File: src/rtl/cpu_pkg.sv
// Shared CPU memory-system definitions.
// Holds the MAR/MBR widths used by the memory, the memory depth, the loader
// byte width and the boot-loader state encoding.
package cpu_pkg;

  // Widths shared with the CPU's MAR and MBR.
  localparam int unsigned CPU_ADDR_W = 8;
  localparam int unsigned CPU_DATA_W = 16;

  // Number of words in the unified program/data memory.
  localparam int unsigned MEM_DEPTH = 2 ** CPU_ADDR_W;

  // The loader streams bytes; two bytes make one memory word.
  localparam int unsigned LD_BYTE_W = 8;

  // Boot sequencing states.
  typedef enum logic [1:0] {
    StClear = 2'd0,
    StLoad  = 2'd1,
    StRun   = 2'd2
  } boot_state_e;

endpackage

File: src/rtl/cpu_ram.sv
// Single-write-port, asynchronous-read RAM with no reset.
// Ports:
//   clk_i    write clock
//   we_i     write enable, written on the rising edge of clk_i
//   waddr_i  write address
//   wdata_i  write data
//   raddr_i  read address
//   rdata_o  read data, combinational from raddr_i
module cpu_ram #(
  parameter int unsigned ADDR_W = 8,
  parameter int unsigned DATA_W = 16
) (
  input  logic              clk_i,
  input  logic              we_i,
  input  logic [ADDR_W-1:0] waddr_i,
  input  logic [DATA_W-1:0] wdata_i,
  input  logic [ADDR_W-1:0] raddr_i,
  output logic [DATA_W-1:0] rdata_o
);

  localparam int unsigned Depth = 2 ** ADDR_W;

  logic [DATA_W-1:0] mem_q [Depth];

  // Contents are deliberately not reset; the boot sequencer clears them.
  always_ff @(posedge clk_i) begin
    if (we_i) begin
      mem_q[waddr_i] <= wdata_i;
    end
  end

  assign rdata_o = mem_q[raddr_i];

endmodule

File: src/rtl/boot_mem_loader.sv
// Unified program/data memory with CPU reset sequencing.
// After reset the memory is optionally zeroed (CLEAR), then a program is
// streamed in as big-endian byte pairs (LOAD), then the CPU is released from
// reset and owns the memory (RUN). ld_start reloads from RUN or restarts a
// load in progress.
// Ports:
//   clk, rst_n         clock and synchronous active-low reset
//   cpu_addr/wdata/we  CPU memory port (from MAR/MBR), writes honoured in RUN only
//   cpu_rdata          combinational read of mem[cpu_addr], valid in all states
//   cpu_rst_n          active-low reset to the CPU core, high only in RUN
//   ld_start           reload/restart pulse (ignored during CLEAR)
//   ld_valid/data/last loader byte stream, ld_ready is its handshake
//   load_done          high in RUN
//   overflow_err       sticky: image longer than memory
//   word_count         words written by the last/current load, saturates at depth
module boot_mem_loader
  import cpu_pkg::*;
#(
  parameter int unsigned ADDR_W         = CPU_ADDR_W,
  parameter int unsigned DATA_W         = CPU_DATA_W,
  parameter bit          CLEAR_ON_RESET = 1'b1
) (
  input  logic              clk,
  input  logic              rst_n,
  input  logic [ADDR_W-1:0] cpu_addr,
  input  logic [DATA_W-1:0] cpu_wdata,
  input  logic              cpu_we,
  output logic [DATA_W-1:0] cpu_rdata,
  output logic              cpu_rst_n,
  input  logic              ld_start,
  input  logic              ld_valid,
  input  logic [7:0]        ld_data,
  input  logic              ld_last,
  output logic              ld_ready,
  output logic              load_done,
  output logic              overflow_err,
  output logic [ADDR_W:0]   word_count
);

  localparam int unsigned ByteW = LD_BYTE_W;
  localparam boot_state_e ResetState = CLEAR_ON_RESET ? StClear : StLoad;
  localparam logic [ADDR_W:0] PtrOne = {{ADDR_W{1'b0}}, 1'b1};

  boot_state_e state_q, state_d;
  // One extra bit so a full image leaves ptr at depth instead of wrapping to 0.
  logic [ADDR_W:0] ptr_q, ptr_d;
  // 0: next accepted byte is the high byte of a word, 1: the low byte.
  logic            phase_q, phase_d;
  logic [ByteW-1:0] hi_q, hi_d;
  logic [ADDR_W:0] word_count_q, word_count_d;
  logic            overflow_q, overflow_d;
  logic            cpu_rst_n_q, cpu_rst_n_d;
  logic            ld_ready_q, ld_ready_d;
  logic            load_done_q, load_done_d;

  logic              ld_accept;
  logic [DATA_W-1:0] ld_word;
  logic              clr_we;
  logic              ld_we;
  logic              cpu_we_ok;

  logic              ram_we;
  logic [ADDR_W-1:0] ram_waddr;
  logic [DATA_W-1:0] ram_wdata;

  assign ld_accept = ld_valid & ld_ready_q;
  // An ld_last seen in the high phase pads the odd byte with a zero low byte.
  assign ld_word   = phase_q ? {hi_q, ld_data} : {ld_data, {ByteW{1'b0}}};
  // The CPU can only be out of reset in RUN, so its writes never collide with
  // the clear or loader writers.
  assign cpu_we_ok = cpu_we & cpu_rst_n_q;

  // Next-state logic.
  always_comb begin
    state_d      = state_q;
    ptr_d        = ptr_q;
    phase_d      = phase_q;
    hi_d         = hi_q;
    word_count_d = word_count_q;
    overflow_d   = overflow_q;
    clr_we       = 1'b0;
    ld_we        = 1'b0;

    unique case (state_q)
      StClear: begin
        clr_we = 1'b1;
        if (ptr_q[ADDR_W-1:0] == {ADDR_W{1'b1}}) begin
          state_d = StLoad;
          ptr_d   = '0;
          phase_d = 1'b0;
        end else begin
          ptr_d = ptr_q + PtrOne;
        end
      end

      StLoad: begin
        if (ld_start) begin
          // Restart wins over a coincident byte; a pending high byte is lost.
          ptr_d        = '0;
          phase_d      = 1'b0;
          word_count_d = '0;
        end else if (ld_accept) begin
          if (phase_q || ld_last) begin
            phase_d = 1'b0;
            if (!ptr_q[ADDR_W]) begin
              ld_we        = 1'b1;
              ptr_d        = ptr_q + PtrOne;
              word_count_d = word_count_q + PtrOne;
            end else begin
              // Memory full: drop the word but keep draining to ld_last.
              overflow_d = 1'b1;
            end
          end else begin
            hi_d    = ld_data;
            phase_d = 1'b1;
          end
          if (ld_last) begin
            state_d = StRun;
          end
        end
      end

      StRun: begin
        if (ld_start) begin
          state_d      = StLoad;
          ptr_d        = '0;
          phase_d      = 1'b0;
          word_count_d = '0;
        end
      end

      default: begin
        state_d = ResetState;
      end
    endcase

    // Handshake/status outputs are registered and follow the next state.
    cpu_rst_n_d = (state_d == StRun);
    load_done_d = (state_d == StRun);
    ld_ready_d  = (state_d == StLoad);
  end

  // Write-port mux: clear writer, then loader, then CPU.
  always_comb begin
    ram_we    = clr_we | ld_we | cpu_we_ok;
    ram_waddr = cpu_addr;
    ram_wdata = cpu_wdata;
    if (clr_we) begin
      ram_waddr = ptr_q[ADDR_W-1:0];
      ram_wdata = '0;
    end else if (ld_we) begin
      ram_waddr = ptr_q[ADDR_W-1:0];
      ram_wdata = ld_word;
    end
  end

  always_ff @(posedge clk) begin
    if (!rst_n) begin
      state_q      <= ResetState;
      ptr_q        <= '0;
      phase_q      <= 1'b0;
      hi_q         <= '0;
      word_count_q <= '0;
      overflow_q   <= 1'b0;
      cpu_rst_n_q  <= 1'b0;
      ld_ready_q   <= 1'b0;
      load_done_q  <= 1'b0;
    end else begin
      state_q      <= state_d;
      ptr_q        <= ptr_d;
      phase_q      <= phase_d;
      hi_q         <= hi_d;
      word_count_q <= word_count_d;
      overflow_q   <= overflow_d;
      cpu_rst_n_q  <= cpu_rst_n_d;
      ld_ready_q   <= ld_ready_d;
      load_done_q  <= load_done_d;
    end
  end

  cpu_ram #(
    .ADDR_W (ADDR_W),
    .DATA_W (DATA_W)
  ) u_cpu_ram (
    .clk_i   (clk),
    .we_i    (ram_we),
    .waddr_i (ram_waddr),
    .wdata_i (ram_wdata),
    .raddr_i (cpu_addr),
    .rdata_o (cpu_rdata)
  );

  assign cpu_rst_n    = cpu_rst_n_q;
  assign ld_ready     = ld_ready_q;
  assign load_done    = load_done_q;
  assign overflow_err = overflow_q;
  assign word_count   = word_count_q;

endmodule
File: config.mk
export PLATFORM = sky130hd
export DESIGN_NAME = boot_mem_loader
export DESIGN_NICKNAME = d
export VERILOG_FILES = /design/src/rtl/cpu_pkg.sv /design/src/rtl/cpu_ram.sv /design/src/rtl/boot_mem_loader.sv
export SDC_FILE = /design/constraint.sdc
export NUM_CORES = 2
export LEC_CHECK = 0
export BUFFER_PORTS_ARGS = -buffer_cell sky130_fd_sc_hd__clkbuf_2
export CAP_MARGIN = 15
export CORE_AREA = 2 2 822 824
export DETAILED_ROUTE_END_ITERATION = 8
export DIE_AREA = 0 0 824 826
export PLACE_DENSITY_LB_ADDON = 0.08
export SLEW_MARGIN = 30
export SYNTH_ARGS = -nofsm -noshare
export SYNTH_HDL_FRONTEND = slang
export SYNTH_SLANG_ARGS = --single-unit
File: constraint.sdc
create_clock -name clk -period 14.35 [get_ports clk]
set_input_delay 0.7175 -clock clk [delete_from_list [all_inputs] [get_ports clk]]
set_output_delay 0.7175 -clock clk [all_outputs]
set_load 0.1 [all_outputs]
==> run metrics <==
largest net degree at the start of global routing ~140; Filler cells around 66000; net count after synthesis roughly 7800; Leak around 60 nW; DP Wirelength approximately 380000 um; Arr. time, crit path 6.85 ns; most frequent cells in the layout edfxtp_1, mux4_2, mux2i_1; htree depth 5; final setup fails 0; Async SR Flop Fraction 0; Slew HR 0.2755; Syn Area/Cell 20.73 um2; clk sink count 4128; area post-placement 175100 um2; top_reg_cell synth edfxtp_1; #FFs+latches synth a little over 4000; antenna-violating nets left 0; final wirelength ~600000 um; die height around 830 um; first-pass GRT wire length 799400 um; vias in the first global route between 80000 and 90000; worst hold-check path type input pin to flop; worst slack, placed between 6 and 7 ns; Synth-to-Final Area Change 18.59%; Clock Skews about 0.04 ns; DR iter-0 viols around 8100; max cap viols 0; Hold Buf Count CTS 8; CTS tree built; Max Slew Vio Count 0; worst r2r path cells 12; Setup Crit Path Kind input pin to output pin; core area between 600000 and 700000 um2; Via Count 81725; Clock Tree Buf Depth 4; setup TNS 0 ns; Final Cycle Share 0.5277; Reg area 123600 um2; Clock Power Share 0.457; Die Wd between 800 and 900 um; area of the multi-input gates about 36000 um2; clock-pin slew on the worst setup and hold paths approximately 0.060 ns; RSZ-0062 raised after global routing no; Setup Buffers After CTS 0; number of synthesized flops with an enable pin 4096; initial antenna violation count approximately 70; DR vias/cell 4.624; WL/cell between 30 and 40 um; global-route usage over all layers 0.1720; Fin. Hold Viols 0; Switching Fraction 0.2231; synth unique cells 74; CTS buffer count roughly 470; IO Count between 60 and 70; CP Data Required Time 13.63 ns; most common cell after layout, fill and taps aside edfxtp_1; Root Buffer clkbuf_16; layout cells sized above 1 0.2754; Net Sw Power 5.854 mW; Crit. End Element output pin; synthesized area approximately 160000 um2; YS warnings 0; DR pass1 iterations 6; fmax 132.1 MHz; fin nets approximately 8400; Gate Count Post-Synth roughly 7800; status completed; sequential power share 0.498; Logic pwr share 0.045; Final WS setup 6.778 ns; Worst Setup Start Kind input pin; row cnt approximately 300; Worst Hold Depth 4; post-CTS resize count 0; Internal around 20 mW; pwr dens between 100 and 150 nW/um2; Starting Density 0.2395; Final Cell Area 190500 um2; fin crit period between 7 and 8 ns; sequential area share after synthesis 0.7697; measured slew at the worst slew-check pin 1.081 ns; peak supply drop 0.09438 mV; CP max FO approximately 70; Die Footprint approximately 680000 um2; IO buf count 66; total grt overflow 0; DRC 0; worst skew pair latency ~1.1 ns; routability congestion estimate roughly 0.77
-- flip-flops by register name, summed over array words and instances, names as in the netlist --
register         cells
word_count           9
load_done            1
ld_ready             1
hi_q                 8
ptr_q                9
phase_q              1
state_q              2
u_cpu_ram.mem_q   4096
overflow_err         1
-- synth_stat cells, types with 18 or more instances --
master       n  area, um2
buf_2      101      505.5
dfxtp_1     32      640.6
mux2i_1    498       4985
edfxtp_1  4096     123000
or2_2       18      112.6
nand2_1    195      732.0
nor2b_1     24      150.1
nor4_1      41      256.5
mux4_2     779      17540
nor2_1     453       1700
buf_6       74      833.3
a31oi_1     19      118.9
nand3_1     73      365.4
buf_4       44      330.3
buf_1       28      105.1
a22o_1      30      262.8
a221oi_1    21      183.9
o21ai_0    112      560.5
o221ai_1   108      945.9
nand2b_1    30      187.7
clkbuf_1   181      679.4
nor3_1      44      220.2
a21oi_1    122      610.6
mux4_1      37      972.2
a22oi_1     65      488.0
and3_1      21      131.4
mux2_2      35      394.1
nand4_1     45      281.5
o22ai_1    115      719.4
a211oi_1    87      653.1
and2_1      27      168.9
-- area by class of cell --
class                   count  area share
diodes                     12   0.0001576
clock buffers             569     0.06468
flip-flops and latches   4128      0.6490
clock inverters           288     0.01481
inverters                  15   0.0003481
repair buffers            569     0.02473
multi-input cells        3155      0.1876
well taps                8938     0.05870
-- metrics by stage --
step,std cells,hold WS (ns),util,power (mW)
floorplan,7751,0.4824,-,14.00
global placement,16765,0.4565,0.2600,14.53
detailed placement,16793,0.4640,0.2611,14.54
CTS,17658,0.1021,0.2838,26.62
global route,17664,0.1901,0.2840,27.05
finish,17674,0.2073,0.2840,26.24
-- cells by family (layout without fill, tap and decap cells) --
kind of cell / Yosys count / in the layout / synth area share
AOI/OAI and AO/OA: 772 / 772 / 0.03321
other: 0 / 12 / 0
xor gates and xnor gates: 5 / 5 / 0.0002726
and+or+nand+nor: 1022 / 1022 / 0.02932
muxes: 1349 / 1349 / 0.1487
adders and majority gates: 7 / 7 / 0.0005452
DFF: 4128 / 4128 / 0.7697
buffers and inverters: 468 / 1441 / 0.01824
-- worst max-delay path, stage by stage --
cell       delay (ns)
buf_8            0.34
buf_4            0.58
nand2b_4         0.51
buf_12           0.43
o221ai_1         0.36
nor3_1           0.16
a311o_1          0.40
a2111oi_0        0.70
o2111ai_1        0.63
nor4_2           1.03
clkbuf_2         0.60
-- final timing paths --
kind / from / to / slack (ns)
worst min-delay path: ld_last / phase_q / 0.21
worst max-delay path: cpu_addr[1] / cpu_rdata[11] / 6.78
worst min register to register: overflow_err / overflow_err / 0.47
worst max register to register: state_q[1] / u_cpu_ram.mem_q[103][15] / 8.55
-- power groups by stage --
| stage | logic [mW] | registers [mW] | clock network [mW] |
|---|---|---|---|
| 5_1_grt | 1.24 | 13.1 | 12.7 |
| 3_3_place_gp | 1.21 | 13.3 | 0 |
| 2_1_floorplan | 0.680 | 13.3 | 0 |
| 4_1_cts | 1.22 | 13.1 | 12.3 |
| 3_5_place_dp | 1.22 | 13.3 | 0 |
| 6_report | 1.18 | 13.1 | 12.0 |
-- metal layers --
layer / vias to the layer above / global-route usage / wire, um
met5: - / 0 / 0
met4: 0 / 0.03747 / 13620
met3: 600 / 0.02222 / 24630
met2: 2058 / 0.2842 / 286800
met1: 45422 / 0.2422 / 275900
li1: 33645 / - / -
No activity file was read; power rests on OpenSTA's default activity.
